===== config.mk =====
export PLATFORM = sky130hd
export DESIGN_NAME = pac_loop_unit
export DESIGN_NICKNAME = d
export VERILOG_FILES = /design/src/rtl/pac_loop_unit_pkg.sv /design/src/rtl/pac_loop_unit_lifo.sv /design/src/rtl/pac_loop_unit.sv
export SDC_FILE = /design/constraint.sdc
export NUM_CORES = 1
export LEC_CHECK = 0
export CAP_MARGIN = 20
export CORE_MARGIN = 1
export CORE_UTILIZATION = 35
export DETAILED_ROUTE_END_ITERATION = 12
export HOLD_SLACK_MARGIN = 0.15
export PLACE_DENSITY_LB_ADDON = 0.05
export SYNTH_ARGS = -nofsm -noshare
export SYNTH_HDL_FRONTEND = slang
export SYNTH_SLANG_ARGS = --single-unit

===== constraint.sdc =====
create_clock -name clock -period 7.9 [get_ports clock]
set_clock_uncertainty 0.2 [all_clocks]
set_input_delay 1.58 -clock clock [delete_from_list [all_inputs] [get_ports clock]]
set_output_delay 1.58 -clock clock [all_outputs]
set_load 0.01 [all_outputs]

===== src/rtl/pac_loop_unit_pkg.sv =====
// Shared types for the scalar-unit program address controller.
//   address_t  : program address (default 16-bit configuration)
//   issue_no_t : issue stamp, compared modulo its width
//   state_t    : status register, cond_t indexes one bit of it
//   pac_fsm_t  : controller state
//   pac_loop_t : loop-stack entry in the default configuration
//   issue_next : issue stamp + 1, wrapping
package pkg_tpu;

    typedef logic [15:0] address_t;
    typedef logic [3:0]  issue_no_t;
    typedef logic [7:0]  state_t;
    typedef logic [2:0]  cond_t;

    typedef enum logic [1:0] {
        RUN       = 2'd0,
        WAIT_COND = 2'd1,
        FAULT     = 2'd2
    } pac_fsm_t;

    typedef struct packed {
        address_t    start_addr;
        address_t    end_addr;
        logic [15:0] cnt;
    } pac_loop_t;

    function automatic issue_no_t issue_next(input issue_no_t n);
        return n + issue_no_t'(1);
    endfunction

endpackage


===== src/rtl/pac_loop_unit_lifo.sv =====
// pac_lifo: small parametrised stack used for the return-address stack and
// the loop stack.
//   clock, reset : clock and synchronous active-high reset (empties stack)
//   push_i       : push din_i (ignored when full)
//   pop_i        : drop top entry (ignored when empty)
//   wr_top_i     : overwrite top entry with din_i (lowest priority)
//   din_i        : data for push / top overwrite
//   top_o        : current top entry (undefined when empty)
//   full_o       : DEPTH entries held
//   empty_o      : no entries held
module pac_lifo #(
    parameter int WIDTH = 16,
    parameter int DEPTH = 4
) (
    input  logic             clock,
    input  logic             reset,
    input  logic             push_i,
    input  logic             pop_i,
    input  logic             wr_top_i,
    input  logic [WIDTH-1:0] din_i,
    output logic [WIDTH-1:0] top_o,
    output logic             full_o,
    output logic             empty_o
);

    localparam int CW = $clog2(DEPTH + 1);
    localparam int IW = (DEPTH > 1) ? $clog2(DEPTH) : 1;

    logic [WIDTH-1:0] mem_q [DEPTH];
    logic [CW-1:0]    count_q;
    logic [IW-1:0]    wr_idx;
    logic [IW-1:0]    top_idx;

    assign wr_idx  = IW'(count_q);
    assign top_idx = IW'(count_q - CW'(1));
    assign full_o  = (count_q == CW'(DEPTH));
    assign empty_o = (count_q == '0);
    assign top_o   = mem_q[top_idx];

    // Entry storage needs no reset: only entries below count_q are ever read.
    always_ff @(posedge clock) begin
        if (push_i && !full_o) begin
            mem_q[wr_idx] <= din_i;
        end else if (wr_top_i && !pop_i && !empty_o) begin
            mem_q[top_idx] <= din_i;
        end
    end

    always_ff @(posedge clock) begin
        if (reset) begin
            count_q <= '0;
        end else if (push_i && !full_o) begin
            count_q <= count_q + CW'(1);
        end else if (pop_i && !empty_o) begin
            count_q <= count_q - CW'(1);
        end
    end

endmodule


===== src/rtl/pac_loop_unit.sv =====
// pac_loop_unit: program address controller. Holds the PC and issues fetch
// requests; resolves jumps, timing-qualified conditional branches,
// call/return through a return-address stack and zero-overhead loops through
// a loop stack.
//   clock, reset        : clock, synchronous active-high reset
//   I_Req, I_Stall      : fetch request, gated by forced stall
//   I_Sel_CondValid     : selects one of the I_CondValid channels
//   I_CondValid         : condition-valid pulses
//   I_Jump..I_LoopSet   : control-op decode
//   I_Timing_MY/_WB     : issue stamps of this op and of the evaluating op
//   I_State, I_Cond     : status register and bit index for branches
//   I_Src               : jump/call target, branch offset or loop end
//   I_LoopCnt           : loop iteration count
//   O_IFetch            : registered fetch request
//   O_Address           : registered program counter
//   O_StallReq          : high while waiting for a condition or faulted
//   O_Fault             : sticky stack overflow/underflow
module pac_loop_unit
    import pkg_tpu::*;
#(
    parameter int WIDTH_ADDR = 16,
    parameter int WIDTH_LCNT = 16,
    parameter int DEPTH_RAS  = 4,
    parameter int DEPTH_LOOP = 2,
    parameter int NUM_COND   = 2
) (
    input  logic                                          clock,
    input  logic                                          reset,
    input  logic                                          I_Req,
    input  logic                                          I_Stall,
    input  logic [((NUM_COND > 1) ? $clog2(NUM_COND) : 1)-1:0] I_Sel_CondValid,
    input  logic [NUM_COND-1:0]                           I_CondValid,
    input  logic                                          I_Jump,
    input  logic                                          I_Branch,
    input  logic                                          I_Call,
    input  logic                                          I_Return,
    input  logic                                          I_LoopSet,
    input  issue_no_t                                     I_Timing_MY,
    input  issue_no_t                                     I_Timing_WB,
    input  state_t                                        I_State,
    input  cond_t                                         I_Cond,
    input  logic [WIDTH_ADDR-1:0]                         I_Src,
    input  logic [WIDTH_LCNT-1:0]                         I_LoopCnt,
    output logic                                          O_IFetch,
    output logic [WIDTH_ADDR-1:0]                         O_Address,
    output logic                                          O_StallReq,
    output logic                                          O_Fault
);

    localparam int LOOP_W = 2 * WIDTH_ADDR + WIDTH_LCNT;

    typedef struct packed {
        logic [WIDTH_ADDR-1:0] start_addr;
        logic [WIDTH_ADDR-1:0] end_addr;
        logic [WIDTH_LCNT-1:0] cnt;
    } loop_ent_t;

    pac_fsm_t              fsm_q, fsm_d;
    logic [WIDTH_ADDR-1:0] pc_q, pc_d, pc_inc;
    logic [WIDTH_ADDR-1:0] br_off_q, br_off_d;
    cond_t                 br_cond_q, br_cond_d;
    logic                  cv_q, cv_d;
    logic                  ifetch_q;
    logic                  req, cond_sel, br_eligible;

    logic                  ras_push, ras_pop, ras_full, ras_empty;
    logic [WIDTH_ADDR-1:0] ras_top;

    logic                  loop_push, loop_pop, loop_wr, loop_full, loop_empty;
    loop_ent_t             loop_din, loop_top;
    logic [LOOP_W-1:0]     loop_top_raw;

    // Sequential-advance candidate (with loop-end check on the top entry only)
    logic [WIDTH_ADDR-1:0] seq_pc;
    logic                  seq_pop, seq_wr;
    loop_ent_t             seq_ent;

    assign req         = I_Req & ~I_Stall;
    assign cond_sel    = I_CondValid[I_Sel_CondValid];
    assign br_eligible = (I_Timing_MY == issue_next(I_Timing_WB));
    assign pc_inc      = pc_q + WIDTH_ADDR'(1);
    assign loop_top    = loop_top_raw;

    assign O_Address  = pc_q;
    assign O_IFetch   = ifetch_q & (fsm_q != FAULT);
    assign O_StallReq = (fsm_q != RUN);
    assign O_Fault    = (fsm_q == FAULT);

    pac_lifo #(.WIDTH(WIDTH_ADDR), .DEPTH(DEPTH_RAS)) u_ras (
        .clock    (clock),
        .reset    (reset),
        .push_i   (ras_push),
        .pop_i    (ras_pop),
        .wr_top_i (1'b0),
        .din_i    (pc_inc),
        .top_o    (ras_top),
        .full_o   (ras_full),
        .empty_o  (ras_empty)
    );

    pac_lifo #(.WIDTH(LOOP_W), .DEPTH(DEPTH_LOOP)) u_loop (
        .clock    (clock),
        .reset    (reset),
        .push_i   (loop_push),
        .pop_i    (loop_pop),
        .wr_top_i (loop_wr),
        .din_i    (loop_din),
        .top_o    (loop_top_raw),
        .full_o   (loop_full),
        .empty_o  (loop_empty)
    );

    always_comb begin
        seq_pc  = pc_inc;
        seq_pop = 1'b0;
        seq_wr  = 1'b0;
        seq_ent = loop_top;
        if (!loop_empty && (pc_q == loop_top.end_addr)) begin
            if (loop_top.cnt > WIDTH_LCNT'(1)) begin
                seq_pc      = loop_top.start_addr;
                seq_wr      = 1'b1;
                seq_ent.cnt = loop_top.cnt - WIDTH_LCNT'(1);
            end else begin
                // Last iteration: fall through past the loop end.
                seq_pop = 1'b1;
            end
        end
    end

    always_comb begin
        fsm_d     = fsm_q;
        pc_d      = pc_q;
        cv_d      = cv_q | cond_sel;
        br_off_d  = br_off_q;
        br_cond_d = br_cond_q;
        ras_push  = 1'b0;
        ras_pop   = 1'b0;
        loop_push = 1'b0;
        loop_pop  = 1'b0;
        loop_wr   = 1'b0;
        loop_din  = seq_ent;

        unique case (fsm_q)
            RUN: begin
                if (req) begin
                    if (I_Return) begin
                        if (ras_empty) begin
                            fsm_d = FAULT;
                        end else begin
                            ras_pop = 1'b1;
                            pc_d    = ras_top;
                        end
                    end else if (I_Call) begin
                        if (ras_full) begin
                            fsm_d = FAULT;
                        end else begin
                            ras_push = 1'b1;
                            pc_d     = I_Src;
                        end
                    end else if (I_Jump) begin
                        pc_d = I_Src;
                    end else if (I_LoopSet) begin
                        if (I_LoopCnt == '0) begin
                            pc_d = I_Src + WIDTH_ADDR'(1);
                        end else if (loop_full) begin
                            fsm_d = FAULT;
                        end else begin
                            loop_push           = 1'b1;
                            loop_din.start_addr = pc_inc;
                            loop_din.end_addr   = I_Src;
                            loop_din.cnt        = I_LoopCnt;
                            pc_d                = pc_inc;
                        end
                    end else if (I_Branch && br_eligible) begin
                        if (cv_q || cond_sel) begin
                            cv_d = 1'b0;
                            if (I_State[I_Cond]) begin
                                pc_d = pc_q + I_Src;
                            end else begin
                                pc_d     = seq_pc;
                                loop_pop = seq_pop;
                                loop_wr  = seq_wr;
                            end
                        end else begin
                            // Condition not yet produced: park the operands.
                            fsm_d     = WAIT_COND;
                            br_off_d  = I_Src;
                            br_cond_d = I_Cond;
                        end
                    end else begin
                        pc_d     = seq_pc;
                        loop_pop = seq_pop;
                        loop_wr  = seq_wr;
                    end
                end
            end
            WAIT_COND: begin
                if (cond_sel) begin
                    cv_d  = 1'b0;
                    fsm_d = RUN;
                    if (I_State[br_cond_q]) begin
                        pc_d = pc_q + br_off_q;
                    end else begin
                        pc_d     = seq_pc;
                        loop_pop = seq_pop;
                        loop_wr  = seq_wr;
                    end
                end
            end
            FAULT: begin
                fsm_d = FAULT;
            end
            default: begin
                fsm_d = FAULT;
            end
        endcase
    end

    always_ff @(posedge clock) begin
        if (reset) begin
            fsm_q     <= RUN;
            pc_q      <= '0;
            cv_q      <= 1'b0;
            ifetch_q  <= 1'b0;
            br_off_q  <= '0;
            br_cond_q <= '0;
        end else begin
            fsm_q     <= fsm_d;
            pc_q      <= pc_d;
            cv_q      <= cv_d;
            ifetch_q  <= req;
            br_off_q  <= br_off_d;
            br_cond_q <= br_cond_d;
        end
    end

endmodule

==> results of run 1 <==
[synth_stat cells, types with 4 or more instances]
master	number	area, um2
and2_1	9	56.30
ha_1	42	525.5
xnor2_1	50	437.9
o221ai_1	5	43.79
buf_1	6	22.52
nand4_1	15	93.84
nand3_1	27	135.1
nor2_1	119	446.7
edfxtp_1	160	4805
and3_1	11	68.82
mux4_2	20	450.4
o31ai_1	7	52.55
nor4_1	17	106.4
or3_1	13	81.33
a311oi_1	4	35.03
inv_1	23	86.33
nor2b_1	10	62.56
a211oi_1	14	105.1
xor2_1	31	271.5
buf_2	6	30.03
mux2i_1	60	600.6
o21a_1	8	60.06
and4_1	10	87.58
clkbuf_1	41	153.9
a21oi_1	96	480.5
nand2_1	104	390.4
a21o_1	11	82.58
dfxtp_1	44	880.8
nor3_1	33	165.2
o21ai_0	65	325.3
nor4_4	4	85.08
nand2b_1	6	37.54
a31oi_1	20	125.1
or2_2	4	25.02
buf_6	4	45.04
nand3b_1	4	30.03
o211ai_1	13	97.59
mux2_2	11	123.9
[flip-flops by register name, summed over array words and instances, names as in the netlist]
register        count
br_off_q           16
O_Address          16
ifetch_q            1
u_ras.mem_q        64
cv_q                1
fsm_q               2
u_loop.count_q      2
br_cond_q           3
u_ras.count_q       3
u_loop.mem_q       96
[worst max-delay path by stage]
stage,end,start,slack [ns]
final,u_loop.mem_q[0][26],I_Cond[0],2.99
after global routing,u_loop.mem_q[0][26],I_Cond[0],2.77
after CTS,u_loop.mem_q[0][26],I_Cond[0],2.97
after detailed placement,u_loop.mem_q[0][24],I_Cond[0],2.42
after global placement,u_loop.mem_q[0][28],I_Cond[0],2.43
after floorplan,u_loop.mem_q[0][0],I_State[7],0.90
[metal layers]
| layer | global-route usage | up-vias |
|---|---|---|
| met5 | 0 | - |
| met4 | 0.07878 | 0 |
| met3 | 0.03542 | 78 |
| met2 | 0.3574 | 347 |
| met1 | 0.3458 | 4816 |
| li1 | - | 4669 |
[stage by stage]
stage | instances | hold WS [ns]
after floorplan | 1191 | 0.2400
after global placement | 1697 | 0.2458
after detailed placement | 1697 | 0.2531
after CTS | 1739 | 0.2609
after global routing | 1739 | 0.2866
final | 1739 | 0.2595
[cell families (layout without fill, tap and decap cells)]
group / Yosys count / in the layout / synth area share
xor+xnor: 82 / 82 / 0.05940
mux: 92 / 92 / 0.09646
flops: 204 / 204 / 0.4614
fa+ha+maj: 44 / 44 / 0.04589
buf+inv: 85 / 178 / 0.02955
compound gates: 287 / 287 / 0.1452
simple gates: 397 / 397 / 0.1621
[power breakdown]
part	total [uW]	switching, uW	internal [uW]
logic	379	227	152
clock network	1100	456	641
registers	1190	24.0	1170
total	2670	707	1960
[worst max-delay path: stages]
cell	delay, ns
clkdlybuf4s50_1	0.54
mux4_2	0.52
mux2_2	0.29
and3_1	0.36
nor2_1	0.17
a22o_1	0.23
nand2_1	0.17
o21ai_4	0.63
buf_4	0.40
[area by class of cell]
class                           count  area, um2
Sequential cell                   204       5689
Timing Repair Buffer              110       1028
Tap cell                          455      569.3
Inverter                           26      97.59
Clock inverter                     12      115.1
Multi-Input combinational cell    902       6307
Clock buffer                       30      644.4
Fill cell                        3371      20180
==> impl_metrics.toml, run 1 <==
[routing]
post_drt_wl_per_cell_um = 24.37
postRouteAntennaNets = 0
firstDrtPassIters = 5
met2WireLength_um = 18430
via_count = 9910
top_signal_layer_used = "met4"
route.detailed.drc = 0
wl_met3_um = 2793
routed_via_density = 5.699
routedLengthMet1_um = 19840
drtIter0Drc = 982
totalWireLength_um = 42380

[clock_tree]
numCtsBuffers = 24
cts_resized = 0
clock_path_buffers = 3
ctsRootBufferMaster = "clkbuf_16"
cts.repair_timing.setup_buffer_count = 0
worst_setup_hold_path_clk_slew_ns = 0.06
htree_levels = 1
cts.hold.buffers_added = 0
worst_skew_pair.late_latency_ns = 0.54
tritoncts = "done"
clock-sinks = 204

[worst_hold_path]
worst_hold_path.endpoint = "br_off_q[5]"
holdPathStages = 2
hp-class = "register to register"
hold_path_startpoint = "br_off_q[5]"

[timing]
timing_max_transition_violations_final = 0
fin_ws_ns = 2.987
maxClockFrequency_mhz = 203.5
rsz0062_at_grt = "false"
finalHoldViolCount = 0
setup_viol = 0
total_negative_setup_slacks_ns = 0
layout_worst_path_cycle_share = 0.6219
layout_min_cycle_time_ns = 4.913
tightestPinTransition_ns = 1.122
relSlewSlack = 0.2465

[synth]
async_flop_share = 0
dominant_register_cell_in_the_synthesized_netlist = "edfxtp_1"
sequential_fraction_of_the_synthesis_area = 0.4614
post_synth.cell_area_avg_um2 = 10.35
post_synth_num_cell_types = 77
count_of_flip_flops_with_a_built_in_enable_after_synthesis = 160
synth.net_count = 1298
synthesized_instance_count = 1191
synth.ff_latch_count = 204
ys.warnings.count = 0
post_synth_instance_area_um2 = 12320

[final_layout]
finish.instance_area_um2 = 14450
commonest_non_fill_non_tap_cells_in_the_layout = "edfxtp_1 (160), nor2_1 (119), nand2_1 (104)"
final_net_count = 1375
final_core_util = 0.4173
syn2layout_area_growth_pct = 17.27
num_antenna_cells = 0
drive_gt1_frac = 0.08801
commonest_non_fill_non_tap_cell_in_the_layout = "edfxtp_1"

[global_route]
grt_antenna_before_repair = 0
grt_start_max_net_pins = 44
remaining_global_route_overflow = 0
globalRouteTotalUtil = 0.2371
first_pass_grt_wire_length_um = 63120
first_global_vias = 9726

[worst_setup_path]
path_max_fanout = 21
worstReg2RegStart = "u_loop.count_q[0]"
arrival_ns = 4.92
crit_path_start_kind = "input port"
r2r_cells = 10
worstReg2RegEnd = "u_loop.mem_q[0][26]"
worst_ep_required_time_ns = 7.91
endpoint_kind = "register"
start_to_end_type_of_the_worst_setup_path = "input port to register"
ff2ff_setup_slack_ns = 3.15

[place]
pre_cts_ws_ns = 2.417
place.detailed.hpwl_um = 30350
portBuffers = 81
gp_congestion = 0.9269
place_area_um2 = 13690

[floorplanning]
floorplan.die.width_um = 189.6
dieArea_um2 = 35960
floorplan.initialDensity = 0.3559
core_rows = 68
coreArea_um2 = 34630
fp.dieH_um = 189.6
number_of_ports_placed_on_the_die_boundary = 82

[job]
cap_violations = 0

[power_and_ir_drop]
power_density_nw_per_um2 = 184.7
report.power.total_uw = 2669
p_leak_uw = 0.004876
irDropWorstVdd_mv = 0.1553

[run_status]
status = "finished clean"
Power figures use the tool's default switching activity.
==> inputs of run 2 (changes only) <==
- clock period: 7.9 -> 4.55 ns (I/O delays scaled with it)
==> run 2 against run 1 <==
Worst hold slack about the same. Clock power grew 80%. Register-to-register slack worse by 2.3 ns. Cell count rose by 2.6%. Sequential share of layout area shrank 1.2 points. Critical path type is now register to register. Power increased by 77%. Cell area increased by 3.1%. Core utilization grew 1.3 points. Combinational power is 79% higher. Sequential cell count did not move. Via count grew 2.5%. Routed wire length up 0.45%.
==> impl_metrics.toml, run 2 (synthesized netlist as in run 1, its figures left out) <==
[worst_hold_path]
worst_hold_path.endpoint = "br_off_q[10]"
hp-class = "register to register"
holdPathStages = 2
hold_path_startpoint = "br_off_q[10]"

[place]
place.detailed.hpwl_um = 31420
placed_cells_incl_taps = 1739
gp_congestion = 0.9246
place_area_um2 = 14090
portBuffers = 81

[final_layout]
final-instance-count-excl-fill = 1784
finish.instance_area_um2 = 14900
layout_top_registers = "u_loop.mem_q (96), u_ras.mem_q (64)"
final_net_count = 1418
commonest_non_fill_non_tap_cells_in_the_layout = "edfxtp_1 (160), nor2_1 (119), nand2_1 (104)"
drive_gt1_frac = 0.1204
commonest_non_fill_non_tap_cell_in_the_layout = "edfxtp_1"
number_of_flip_flops_under_the_largest_register_name = 96
num_antenna_cells = 0
nFillCells = 3340
syn2layout_area_growth_pct = 20.93
largest-register = "u_loop.mem_q"

[clock_tree]
worst_setup_hold_path_clk_slew_ns = 0.06
ctsRootBufferMaster = "clkbuf_16"
clock-sinks = 204
cts.hold.buffers_added = 0
worst_skew_pair.late_latency_ns = 0.54
tritoncts = "done"
cts_resized = 0
numCtsBuffers = 25
htree_levels = 1
cts.repair_timing.setup_buffer_count = 0
clock_path_buffers = 3

[power_and_ir_drop]
p_leak_uw = 0.005128
power_density_nw_per_um2 = 317.3
irDropWorstVdd_mv = 0.2298

[worst_setup_path]
path_max_fanout = 30
worst_ep_required_time_ns = 4.80
arrival_ns = 3.93
worstReg2RegEnd = "O_Address[7]"
endpoint_kind = "register"
crit_path_start_kind = "register"
ff2ff_setup_slack_ns = 0.87
r2r_cells = 10
worstReg2RegStart = "u_loop.count_q[0]"
start_to_end_type_of_the_worst_setup_path = "register to register"

[global_route]
first_pass_grt_wire_length_um = 64010
remaining_global_route_overflow = 0
globalRouteTotalUtil = 0.2388
grt_start_max_net_pins = 43
first_global_vias = 10001
grt_antenna_before_repair = 0

[floorplanning]
floorplan.die.width_um = 189.6
coreArea_um2 = 34630
number_of_ports_placed_on_the_die_boundary = 82
core_rows = 68
floorplan.initialDensity = 0.3559
dieArea_um2 = 35960
fp.dieH_um = 189.6

[routing]
totalWireLength_um = 42570
route.detailed.drc = 0
postRouteAntennaNets = 0
drtIter0Drc = 816
post_drt_wl_per_cell_um = 23.86
firstDrtPassIters = 6
top_signal_layer_used = "met4"
via_count = 10162
routed_via_density = 5.696
met2WireLength_um = 18670
routedLengthMet1_um = 19430
wl_met3_um = 2992

[timing]
layout_worst_path_cycle_share = 0.8092
tightestPinTransition_ns = 1.008
layout_min_cycle_time_ns = 3.682
finalHoldViolCount = 0
timing_max_transition_violations_final = 0
maxClockFrequency_mhz = 271.6
relSlewSlack = 0.3256
total_negative_setup_slacks_ns = 0
rsz0062_at_grt = "false"
setup_viol = 0
whs_ns = 0.2592

[job]
cap_violations = 0

[run_status]
status = "finished clean"
## run 2: cell count changes in the layout (fill, tap and decap cells not counted), sizes merged
cell and delta:
buf +42, clkbuf -2, clkinvlp +2, bufinv +1, clkinv +1, inv +1
## run 2: final cells by class
class | instances | area, um2 | share of cell area
Clock buffer | 28 | 636.9 | 0.04274
Clock inverter | 17 | 170.2 | 0.01142
Inverter | 26 | 97.59 | 0.006549
Multi-Input combinational cell | 902 | 6307 | 0.4233
Sequential cell | 204 | 5689 | 0.3818
Tap cell | 455 | 569.3 | 0.03820
Timing Repair Buffer | 152 | 1431 | 0.09605
## run 2: report_power, final
part | internal, uW | leakage, uW | switching, uW
clock network | 1180 | 0.000391 | 803
logic | 285 | 0.00293 | 394
registers | 2030 | 0.00181 | 42.1
total | 3490 | 0.00513 | 1240
## run 2: worst max-delay path, cell delays in order (launching register included)
cell,delay (ns)
dfxtp_4,0.72
buf_4,0.31
nor4b_1,0.32
o21ai_0,0.24
nor3_1,0.39
and2_1,0.37
nor3_4,0.10
buf_12,0.18
mux2i_1,0.39
a21oi_1,0.12
nor4_1,0.23
## run 2: metrics by stage
| step | worst slack, ns | total power, uW | utilization |
|---|---|---|---|
| 3_5_place_dp | 0.3995 | 2778 | 0.4070 |
| 2_1_floorplan | -0.6205 | 2456 | - |
| 4_1_cts | 0.8882 | 4771 | 0.4303 |
| 6_report | 0.8683 | 4729 | 0.4303 |
| 3_3_place_gp | 0.3899 | 2783 | 0.4068 |
| 5_1_grt | 0.6198 | 4893 | 0.4303 |
## run 2: how the worst max path moves through the flow
stage / start / end / slack (ns) / cells after the start
CTS: u_loop.count_q[0] / O_Address[6] / 0.89 / 10
global placement: I_LoopCnt[4] / u_loop.mem_q[0][17] / 0.39 / 8
floorplan: u_loop.count_q[0] / u_loop.mem_q[0][0] / -0.62 / 14
global route: u_loop.count_q[0] / O_Address[6] / 0.62 / 10
finish: u_loop.count_q[0] / O_Address[7] / 0.87 / 10
detailed placement: I_LoopCnt[0] / O_Address[9] / 0.40 / 9
## run 2: per-layer routing
| metal | vias up | track usage |
|---|---|---|
| met2 | 384 | 0.3690 |
| met3 | 98 | 0.04298 |
| met4 | 0 | 0.07909 |
| li1 | 4744 | - |
| met5 | - | 0 |
| met1 | 4936 | 0.3363 |
==> inputs of run 3 (changes only) <==
- clock period: 4.55 -> 3.7 ns (I/O delays scaled with it)
==> run 3 against run 2 <==
Critical path depth grew 1. Global-route usage is 0.64 points higher. Sequential power up 22%. Cell count up 4.3%. Cell area rose by 3.9%. Critical endpoint is now O_Address[13]. Sequential cell count stayed put. Combinational power rose by 36%. Worst setup slack lost 0.69 ns. Clock-buffer cell count increased by 7. Core utilization is 1.7 points higher.
==> impl_metrics.toml, run 3 (synthesized netlist as in run 1, its figures left out) <==
[worst_setup_path]
arrival_ns = 3.75
crit_path_start_kind = "input port"
path_max_fanout = 10
worst_ep_required_time_ns = 3.93
start_to_end_type_of_the_worst_setup_path = "input port to register"
endpoint_kind = "register"
r2r_cells = 10

[timing]
rsz0062_at_grt = "false"
relSlewSlack = 0.3679
whs_ns = 0.2567
maxClockFrequency_mhz = 283.6
finalHoldViolCount = 0
setup_viol = 0
tightestPinTransition_ns = 0.9404
layout_min_cycle_time_ns = 3.526
layout_worst_path_cycle_share = 0.9529
timing_max_transition_violations_final = 0

[clock_tree]
htree_levels = 1
ctsRootBufferMaster = "clkbuf_16"
cts_resized = 0
worst_setup_hold_path_clk_slew_ns = 0.06
cts.hold.buffers_added = 0
tritoncts = "done"
clock_path_buffers = 3
clock-sinks = 204
numCtsBuffers = 25
worst_skew_pair.late_latency_ns = 0.53

[final_layout]
layout_top_registers = "u_loop.mem_q (96), u_ras.mem_q (64)"
num_antenna_cells = 0
largest-register = "u_loop.mem_q"
final_net_count = 1495
drive_gt1_frac = 0.1686
syn2layout_area_growth_pct = 25.64
commonest_non_fill_non_tap_cells_in_the_layout = "edfxtp_1 (160), buf_4 (140), nor2_1 (119)"
number_of_flip_flops_under_the_largest_register_name = 96
commonest_non_fill_non_tap_cell_in_the_layout = "edfxtp_1"

[global_route]
remaining_global_route_overflow = 0
grt_antenna_before_repair = 0
first_pass_grt_wire_length_um = 65450
globalRouteTotalUtil = 0.2452
first_global_vias = 10219
grt_start_max_net_pins = 56

[routing]
route.detailed.drc = 0
postRouteAntennaNets = 0
firstDrtPassIters = 5
post_drt_wl_per_cell_um = 23.78
drtIter0Drc = 772
via_count = 10543
routed_via_density = 5.665
totalWireLength_um = 44260

[place]
gp_congestion = 0.9188
portBuffers = 81
place.detailed.hpwl_um = 33050

[floorplanning]
fp.dieH_um = 189.6
number_of_ports_placed_on_the_die_boundary = 82
core_rows = 68
coreArea_um2 = 34630
dieArea_um2 = 35960
floorplan.initialDensity = 0.3559
floorplan.die.width_um = 189.6

[worst_hold_path]
holdPathStages = 2
hp-class = "register to register"

[power_and_ir_drop]
power_density_nw_per_um2 = 377.2
report.power.total_uw = 5841
p_leak_uw = 0.005508
irDropWorstVdd_mv = 0.3103

[job]
cap_violations = 0

[run_status]
status = "finished clean"
==> run 3: cell types whose count changed in the layout (fill, tap and decap cells not counted), sizes merged <==
cell and change:
buf +77, clkbuf +7, clkinv -6, bufinv -1, clkinvlp +1, inv -1
==> run 3: final cells by class <==
type                            instances  area (um2)
Clock buffer                           35       673.1
Clock inverter                         10       110.1
Fill cell                            3374       19150
Inverter                               26       97.59
Multi-Input combinational cell        902        6314
Sequential cell                       204        5689
Tap cell                              455       569.3
Timing Repair Buffer                  229        2029
==> run 3: worst max-delay path: stages <==
cell,delay [ns]
clkdlybuf4s50_1,0.43
nor4_1,0.80
and4_1,0.42
buf_12,0.16
buf_12,0.12
nand2_1,0.16
a21o_1,0.20
a21oi_1,0.17
a311oi_1,0.08
a31o_1,0.24
a31oi_1,0.22
==> run 3: power by group <==
group / total [uW] / internal, uW / switching, uW
Clock: 2380 / 1410 / 975
Combinational: 925 / 404 / 522
Sequential: 2530 / 2490 / 38.9
Total: 5840 / 4310 / 1540
==> run 3: routing by layer <==
metal,vias to the layer above,track usage,share of wire
met5,-,0,0
met4,0,0.08127,0.034
met3,98,0.03911,0.067
met2,412,0.3812,0.44
met1,5118,0.3465,0.46
li1,4915,-,-
==> run 3: worst paths after layout <==
| path | from | endpoint | slack, ns |
|---|---|---|---|
| worst max-delay path | I_LoopCnt[0] | O_Address[13] | 0.17 |
| worst min-delay path | br_off_q[7] | br_off_q[7] | 0.26 |
| worst max register to register | u_loop.count_q[0] | O_Address[15] | 0.23 |
| worst min register to register | br_off_q[7] | br_off_q[7] | 0.26 |
==> run 3: repair_timing <==
item                       CTS  global route
setup endpoints to repair    0             7
hold endpoints to repair     0             0
buffers inserted             0             1
==> run 3: metrics by stage <==
step | setup TNS, ns | cell area (um2) | setup WS, ns | cells | util
6_report | 0 | 15480 | 0.1742 | 1861 | 0.4471
3_3_place_gp | -17.47 | 14670 | -0.3416 | 1815 | 0.4237
5_1_grt | 0 | 15480 | 0.05987 | 1861 | 0.4471
4_1_cts | 0 | 15450 | 0.1624 | 1860 | 0.4463
3_5_place_dp | -17.58 | 14670 | -0.3028 | 1815 | 0.4237
2_1_floorplan | 0 | 12350 | 0.0009188 | 1191 | -
